## src/rtl/seven_seg_scanner.sv

```systemverilog
// Multiplexed 4-digit seven-segment scanner: per slot a BLANK interval then a SHOW interval,
// with frame-coherent shadow copies of the digit values and enables.
module seven_seg_scanner #(
    parameter int REFRESH_DIV  = 100000,
    parameter int BLANK_CYCLES = 16
) (
    input  logic        clk,
    input  logic        reset,
    input  logic        enable,
    input  logic [15:0] digits,
    input  logic [3:0]  digit_en,
    output logic [3:0]  anode,
    output logic [3:0]  nibble,
    output logic [1:0]  digit_idx,
    output logic        frame_tick
);

    typedef enum logic {BLANK, SHOW} state_t;

    localparam int PH_MAX = (REFRESH_DIV > BLANK_CYCLES) ? REFRESH_DIV : BLANK_CYCLES;
    localparam int PW     = (PH_MAX > 1) ? $clog2(PH_MAX) : 1;
    localparam logic [PW-1:0] BLANK_LAST = PW'(BLANK_CYCLES - 1);
    localparam logic [PW-1:0] SHOW_LAST  = PW'(REFRESH_DIV - 1);

    state_t        state;
    logic [PW-1:0] phase;
    logic [15:0]   shadow_dig;
    logic [3:0]    shadow_en;

    logic          load_now;
    logic [15:0]   dig_eff;
    logic [3:0]    en_eff;
    logic [3:0]    strobe;

    function automatic logic [3:0] pick(input logic [15:0] v, input logic [1:0] i);
        case (i)
            2'd0:    pick = v[3:0];
            2'd1:    pick = v[7:4];
            2'd2:    pick = v[11:8];
            default: pick = v[15:12];
        endcase
    endfunction

    // The shadow load happens at the edge closing the first BLANK cycle of slot 0, so
    // anything registered on that same edge must see the freshly sampled inputs.
    always_comb begin
        load_now = (state == BLANK) && (digit_idx == 2'd0) && (phase == '0);
        dig_eff  = load_now ? digits   : shadow_dig;
        en_eff   = load_now ? digit_en : shadow_en;
        strobe   = ~(4'b0001 << digit_idx);
    end

    always_ff @(posedge clk) begin
        if (reset) begin
            state      <= BLANK;
            phase      <= '0;
            digit_idx  <= '0;
            anode      <= '1;
            nibble     <= '0;
            frame_tick <= 1'b0;
            shadow_dig <= '0;
            shadow_en  <= '0;
        end else if (!enable) begin
            state      <= BLANK;
            phase      <= '0;
            digit_idx  <= '0;
            anode      <= '1;
            nibble     <= shadow_dig[3:0];
            frame_tick <= 1'b0;
        end else begin
            frame_tick <= 1'b0;
            if (load_now) begin
                shadow_dig <= digits;
                shadow_en  <= digit_en;
            end
            case (state)
                BLANK: begin
                    nibble <= pick(dig_eff, digit_idx);
                    if (phase == BLANK_LAST) begin
                        state <= SHOW;
                        phase <= '0;
                        anode <= en_eff[digit_idx] ? strobe : 4'b1111;
                    end else begin
                        phase <= phase + 1'b1;
                    end
                end
                SHOW: begin
                    if (phase == SHOW_LAST) begin
                        state      <= BLANK;
                        phase      <= '0;
                        digit_idx  <= digit_idx + 2'd1;
                        anode      <= '1;
                        nibble     <= pick(shadow_dig, digit_idx + 2'd1);
                        frame_tick <= (digit_idx == 2'd3);
                    end else begin
                        phase <= phase + 1'b1;
                    end
                end
                default: begin
                    state <= BLANK;
                    phase <= '0;
                    anode <= '1;
                end
            endcase
        end
    end

endmodule

```

## config.mk

```make
export PLATFORM = sky130hd
export DESIGN_NAME = seven_seg_scanner
export DESIGN_NICKNAME = d
export VERILOG_FILES = /design/src/rtl/seven_seg_scanner.sv
export SDC_FILE = /design/constraint.sdc
export NUM_CORES = 1
export LEC_CHECK = 0
export CAP_MARGIN = 40
export CELL_PAD_IN_SITES_DETAIL_PLACEMENT = 1
export CELL_PAD_IN_SITES_GLOBAL_PLACEMENT = 1
export CORE_ASPECT_RATIO = 1.1
export CORE_UTILIZATION = 43
export CTS_BUF_LIST = sky130_fd_sc_hd__clkbuf_4 sky130_fd_sc_hd__clkbuf_8
export DETAILED_ROUTE_END_ITERATION = 8
export PLACE_DENSITY_LB_ADDON = 0.1
export SYNTH_ARGS = -nofsm -noshare
export SYNTH_HDL_FRONTEND = slang
export SYNTH_SLANG_ARGS = --single-unit
```

## constraint.sdc

```tcl
create_clock -name clk -period 2.3 [get_ports clk]
set_input_delay 0.46 -clock clk [delete_from_list [all_inputs] [get_ports clk]]
set_output_delay 0.46 -clock clk [all_outputs]
set_load 0.01 [all_outputs]
```

# After elaboration in Yosys (flattened, before gate mapping)
# Cells that the tools add are included.
[totals]
regBits = 49
in_bits = 23
wordCells = 54
[op_classes]
addsub = 2
magnitude_cmp = 1
n_eq_ne = 10
shifts = 1
mux = 19
bitwise = 4
reduce_logical = 9
[ops]
columns = ["cell", "n"]
rows = [
  ["$mux 17", 2],
  ["$pmux 17 s2", 1],
  ["$mux 4", 6],
  ["$pmux 4 s3", 2],
  ["$add 17x1->17 const B", 1],
  ["$eq 17x17->1 const B", 1],
  ["$eq 17x4->1 const B", 1],
  ["$logic_not 17->1", 1],
  ["$mux 16", 1],
  ["$pmux 4 s2", 2],
  ["$eq 2x2->1 const B", 3],
  ["$eq 2x1->1 const B", 2],
  ["$logic_not 2->1", 2],
  ["$ne 2x1->1 const B", 2],
  ["$not 4->4", 1],
  ["$reduce_and 2->1", 2],
  ["$reduce_or 4->1", 1],
  ["$shl 1x2->4 const A", 1],
  ["$lt 2x3->1 const B", 1],
  ["$mux 1", 3],
  ["$ne 3x2->1 const B", 1],
  ["$not 1->1", 3],
  ["$add 2x1->2 const B", 1],
  ["$bmux 1 s2", 1],
  ["3 further kinds", 4],
]

# Logic depth before layout (Yosys ltp)
[depth]
depth_word = 9
depth_mapped = 9
depth_no_buf = 7

# Least setup slack after synthesis
# Ideal clock, no wire load.
[synth_path]
path_kind = "reg2reg"
start = "register digit_idx[1]"
end = "register nibble[3]"
setup_time_ns = 0.086
t_arrival_ns = 1.903
t_required_ns = 2.214
slack_ns = 0.311
stages_incl_launch_ff = 9
cell_sequence = "dfxtp_1 inv_1 ha_1 nand3_1 clkbuf_1 o21ai_0 a31oi_1 o41ai_2 a211oi_1"
[synth_between]
elab_chain_cells = 7
elab_cells_between_ends = 15
[synth_rtl]
columns = ["item", "line", "text"]
rows = [
  ["from (decl)", "14", "output logic [1:0] digit_idx,"],
  ["from (signal assigned)", "91", "digit_idx <= digit_idx + 2'd1;"],
  ["parallel branches: the longest is 5 deep, another holds $add 2x1->2", "-", ""],
  ["$pmux 4 s2 *", "76", "case (state)"],
  ["$mux 4 *", "63", "end else if (!enable) begin"],
  ["to (signal assigned)", "68", "nibble <= shadow_dig[3:0];"],
  ["to (signal assigned)", "78", "nibble <= pick(dig_eff, digit_idx);"],
  ["to (signal assigned)", "93", "nibble <= pick(shadow_dig, digit_idx + 2'd1);"],
  ["to (decl)", "13", "output logic [3:0] nibble,"],
]
# Every way passes the cells marked *. The select of a mux whose other input is x is not followed.
# A chain may end at the register's enable or synchronous reset.

# Worst setup path after layout
[layout_path]
start = "register digit_idx[0]"
end = "register nibble[2]"
# The elaborated chain is that of the path after synthesis.

==> results.py <==
metrics = {
    "logic_synthesis": {
        "ys_seq_area_share_pct": 37.3,
        "synthFlopType": "dfxtp_1",
        "postSynth.asyncResetShare_pct": 0,
        "yosys_warnings": 0,
        "synth_area_um2": 2630,
        "synth_edf_count": 0,
        "synthCells": 310,
        "synth-seq-cells": 49,
        "ys_types": 39,
        "avgSynthCellArea_um2": 8.48,
        "synth_fp_nets": 341,
    },
    "clocking": {
        "root_buffer": "clkbuf_8",
        "clk_pin_slew_ns": 0.09,
        "cts_hold_buf": 0,
        "cts-htree-levels": 2,
        "cts-buffers-inserted": 5,
        "insertion_delay_ns": 0.31,
        "cts_buffer_depth": 2,
        "cts_tree": "yes",
        "cts_num_sinks": 49,
    },
    "setup_path": {
        "timing.rr.start": "digit_idx[0]$_SDFFE_PP0P_",
        "path_buf_inv": 2,
        "rrSetupSlack_ns": 0.11,
        "slowest_stage": "o41ai_2",
        "crit_path_max_fanout": 13,
        "crit_cells": 8,
        "arrival_ns": 2.38,
        "crit_family": "simple AND/OR/NAND/NOR gates",
        "crit_start": "digit_idx[0]$_SDFFE_PP0P_",
        "max_stage_delay_ns": 0.38,
        "r2r_cells": 8,
        "start_kind": "flop",
        "path_cells": "inv_1 > ha_1 > nand3_1 > nor2_8 > buf_4 > mux2i_1 > o41ai_2 > a211oi_1",
        "critPathCaptureType": "flop",
        "r2r-end": "nibble[2]$_SDFFE_PP0P_",
        "worstPathRequired_ns": 2.48,
        "worstSetupPathType": "flop to flop",
    },
    "floorplanning": {
        "core_area_um2": 5840,
        "initial_core_util_pct": 45.0,
        "io_pins": 34,
        "dieArea_um2": 6430,
        "rows": 29,
        "die_x_um": 76.6,
        "dieHeight_um": 84.0,
    },
    "global_route": {
        "grt_pass1_vias": 2490,
        "antenna_found_initial": 0,
        "grt_max_degree": 25,
        "overflow": 0,
        "grt_util_all_layers_pct": 23.4,
        "grt_pass1_wl_um": 12000,
    },
    "power_and_ir_drop": {
        "powerDensity_nw_per_um2": 520,
        "irDropWorstVdd_v": 0.000280,
        "leakagePower_nw": 1.24,
        "total_power_mw": 1.66,
    },
    "timing": {
        "fmax_mhz": 456,
        "hold_viol_final": 0,
        "tightest_slew_ns": 0.578,
        "fin_skew_ns": 0.00887,
        "fin_crit_ns": 2.19,
        "maxSlewHeadroom_pct": 61.5,
        "setup_violations": 0,
        "postLayoutSetupSlackWorst_ns": 0.108,
        "drv_slew": 0,
        "fin_crit_sh_pct": 95.3,
    },
    "placement": {
        "dp_hpwl_um": 5260,
        "dpl_worst_slack_ns": 0.136,
        "place_congestion": 0.794,
        "dpl.cell_count": 413,
        "post_dp_cell_area_um2": 3060,
        "portBuffers": 33,
    },
    "detailed_routing": {
        "dr.pass1.iters": 4,
        "routed_wl_um": 7140,
        "drc": 0,
        "viasPerCell": 5.55,
        "initialDrtViolationCount": 108,
        "num_vias": 2360,
        "drt.antenna.violating_nets": 0,
        "wl_per_cell_um": 16.8,
    },
    "layout": {
        "drive_gt1_share_pct": 10.9,
        "finalNetCount": 378,
        "final_util_pct": 54.7,
        "area_growth_pct": 21.4,
        "antenna_cells": 0,
        "finalNonFillerCells": 425,
        "final_area_um2": 3190,
    },
    "hold_path": {
        "hold_path_depth": 2,
        "min_to": "shadow_en[3]$_SDFFE_PP0P_",
        "min_from": "shadow_en[3]$_SDFFE_PP0P_",
        "hold_path.class": "flop to flop",
    },
    "outcome": {
        "status": "finished, final reports clean",
    },
    "run": {
        "cap_violations": 0,
    },
}
worst max-delay path by stage:
stage,end
after floorplan,nibble[3]$_SDFFE_PP0P_
after global placement,nibble[0]$_SDFFE_PP0P_
final,nibble[2]$_SDFFE_PP0P_
after global routing,nibble[2]$_SDFFE_PP0P_
after detailed placement,nibble[2]$_SDFFE_PP0P_
after CTS,nibble[2]$_SDFFE_PP0P_
cells in the mapped netlist (5+ instances only):
library cell  instances  area, µm²
a21oi_1              15       75.1
nor3_1                5       25.0
nand3_1              15       75.1
nand2_1              43        161
dfxtp_1              49        981
xor2_1               12        105
clkbuf_1             10       37.5
ha_1                  8        100
nand4_1               6       37.5
nand2b_1              5       31.3
buf_2                 5       25.0
mux2i_1              20        200
and3_1               10       62.6
o21ai_0              11       55.1
inv_1                 6       22.5
nor2_1               41        154
registers in the layout, indices dropped and copies added, names as in the netlist:
name        cells
state           1
nibble          4
digit_idx       2
phase          17
shadow_en       4
shadow_dig     16
frame_tick      1
anode           4
metrics by stage:
stage | hold slack (ns) | TNS, ns
global route | 0.499 | -0.0334
global placement | 0.444 | 0
CTS | 0.467 | 0
detailed placement | 0.455 | 0
floorplan | 0.430 | 0
finish | 0.461 | 0
area by class of cell:
| class | count | area (µm²) |
|---|---|---|
| clock buffers | 7 | 83.8 |
| clock inverters | 1 | 7.51 |
| fillers | 696 | 2650 |
| inverters | 6 | 22.5 |
| multi-input cells | 235 | 1540 |
| flip-flops and latches | 49 | 981 |
| well taps | 77 | 96.3 |
| repair buffers | 50 | 458 |
logic make-up (layout without fill, tap and decap cells):
kind of cell	count (synthesis)	in the layout	share of synthesized area, %
AND/OR/NAND/NOR	139	139	27.2
AO/OA/AOI/OAI	50	50	12.5
flip-flops	49	49	37.3
buffers and inverters	26	64	4.57
multiplexers	22	22	9.32
XOR/XNOR	16	16	5.33
adder cells (fa/ha/maj)	8	8	3.81
metal layers:
metal	up-vias	GRT usage [%]	share of wire [%]	wire [µm]
met2	40	40.5	50	3590
li1	1161	-	-	-
met5	-	0	0	0
met1	1149	28.7	45	3240
met3	10	4.81	2.9	210
met4	0	7.87	1.4	103
worst min-delay path: stages (launching register included):
cell     delay, ns
dfxtp_1       0.32
nand2_1       0.05
a21oi_1       0.05
where the power goes:
| group | leakage (nW) | internal, mW | switching (mW) | total, mW |
|---|---|---|---|---|
| combinational | 0.794 | 0.116 | 0.108 | 0.225 |
| sequential | 0.399 | 0.877 | 0.0251 | 0.902 |
| clock | 0.0453 | 0.239 | 0.293 | 0.532 |
| total | 1.24 | 1.23 | 0.426 | 1.66 |
placed cells by master (no fill, tap or decap), drive strengths merged, types with 10 or more instances in the layout:
| master | n |
|---|---|
| a21oi | 15 |
| and3 | 10 |
| buf | 17 |
| clkdlybuf4s50 | 33 |
| dfxtp | 49 |
| mux2i | 20 |
| nand2 | 43 |
| nand3 | 16 |
| nor2 | 42 |
| o21ai | 11 |
| xor2 | 12 |
timing repair:
action / CTS / global route
buffers inserted: 0 / 4
resized for setup: 0 / 2
endpoints found under the setup margin: 0 / 4
(Power assumes the default switching activity.)
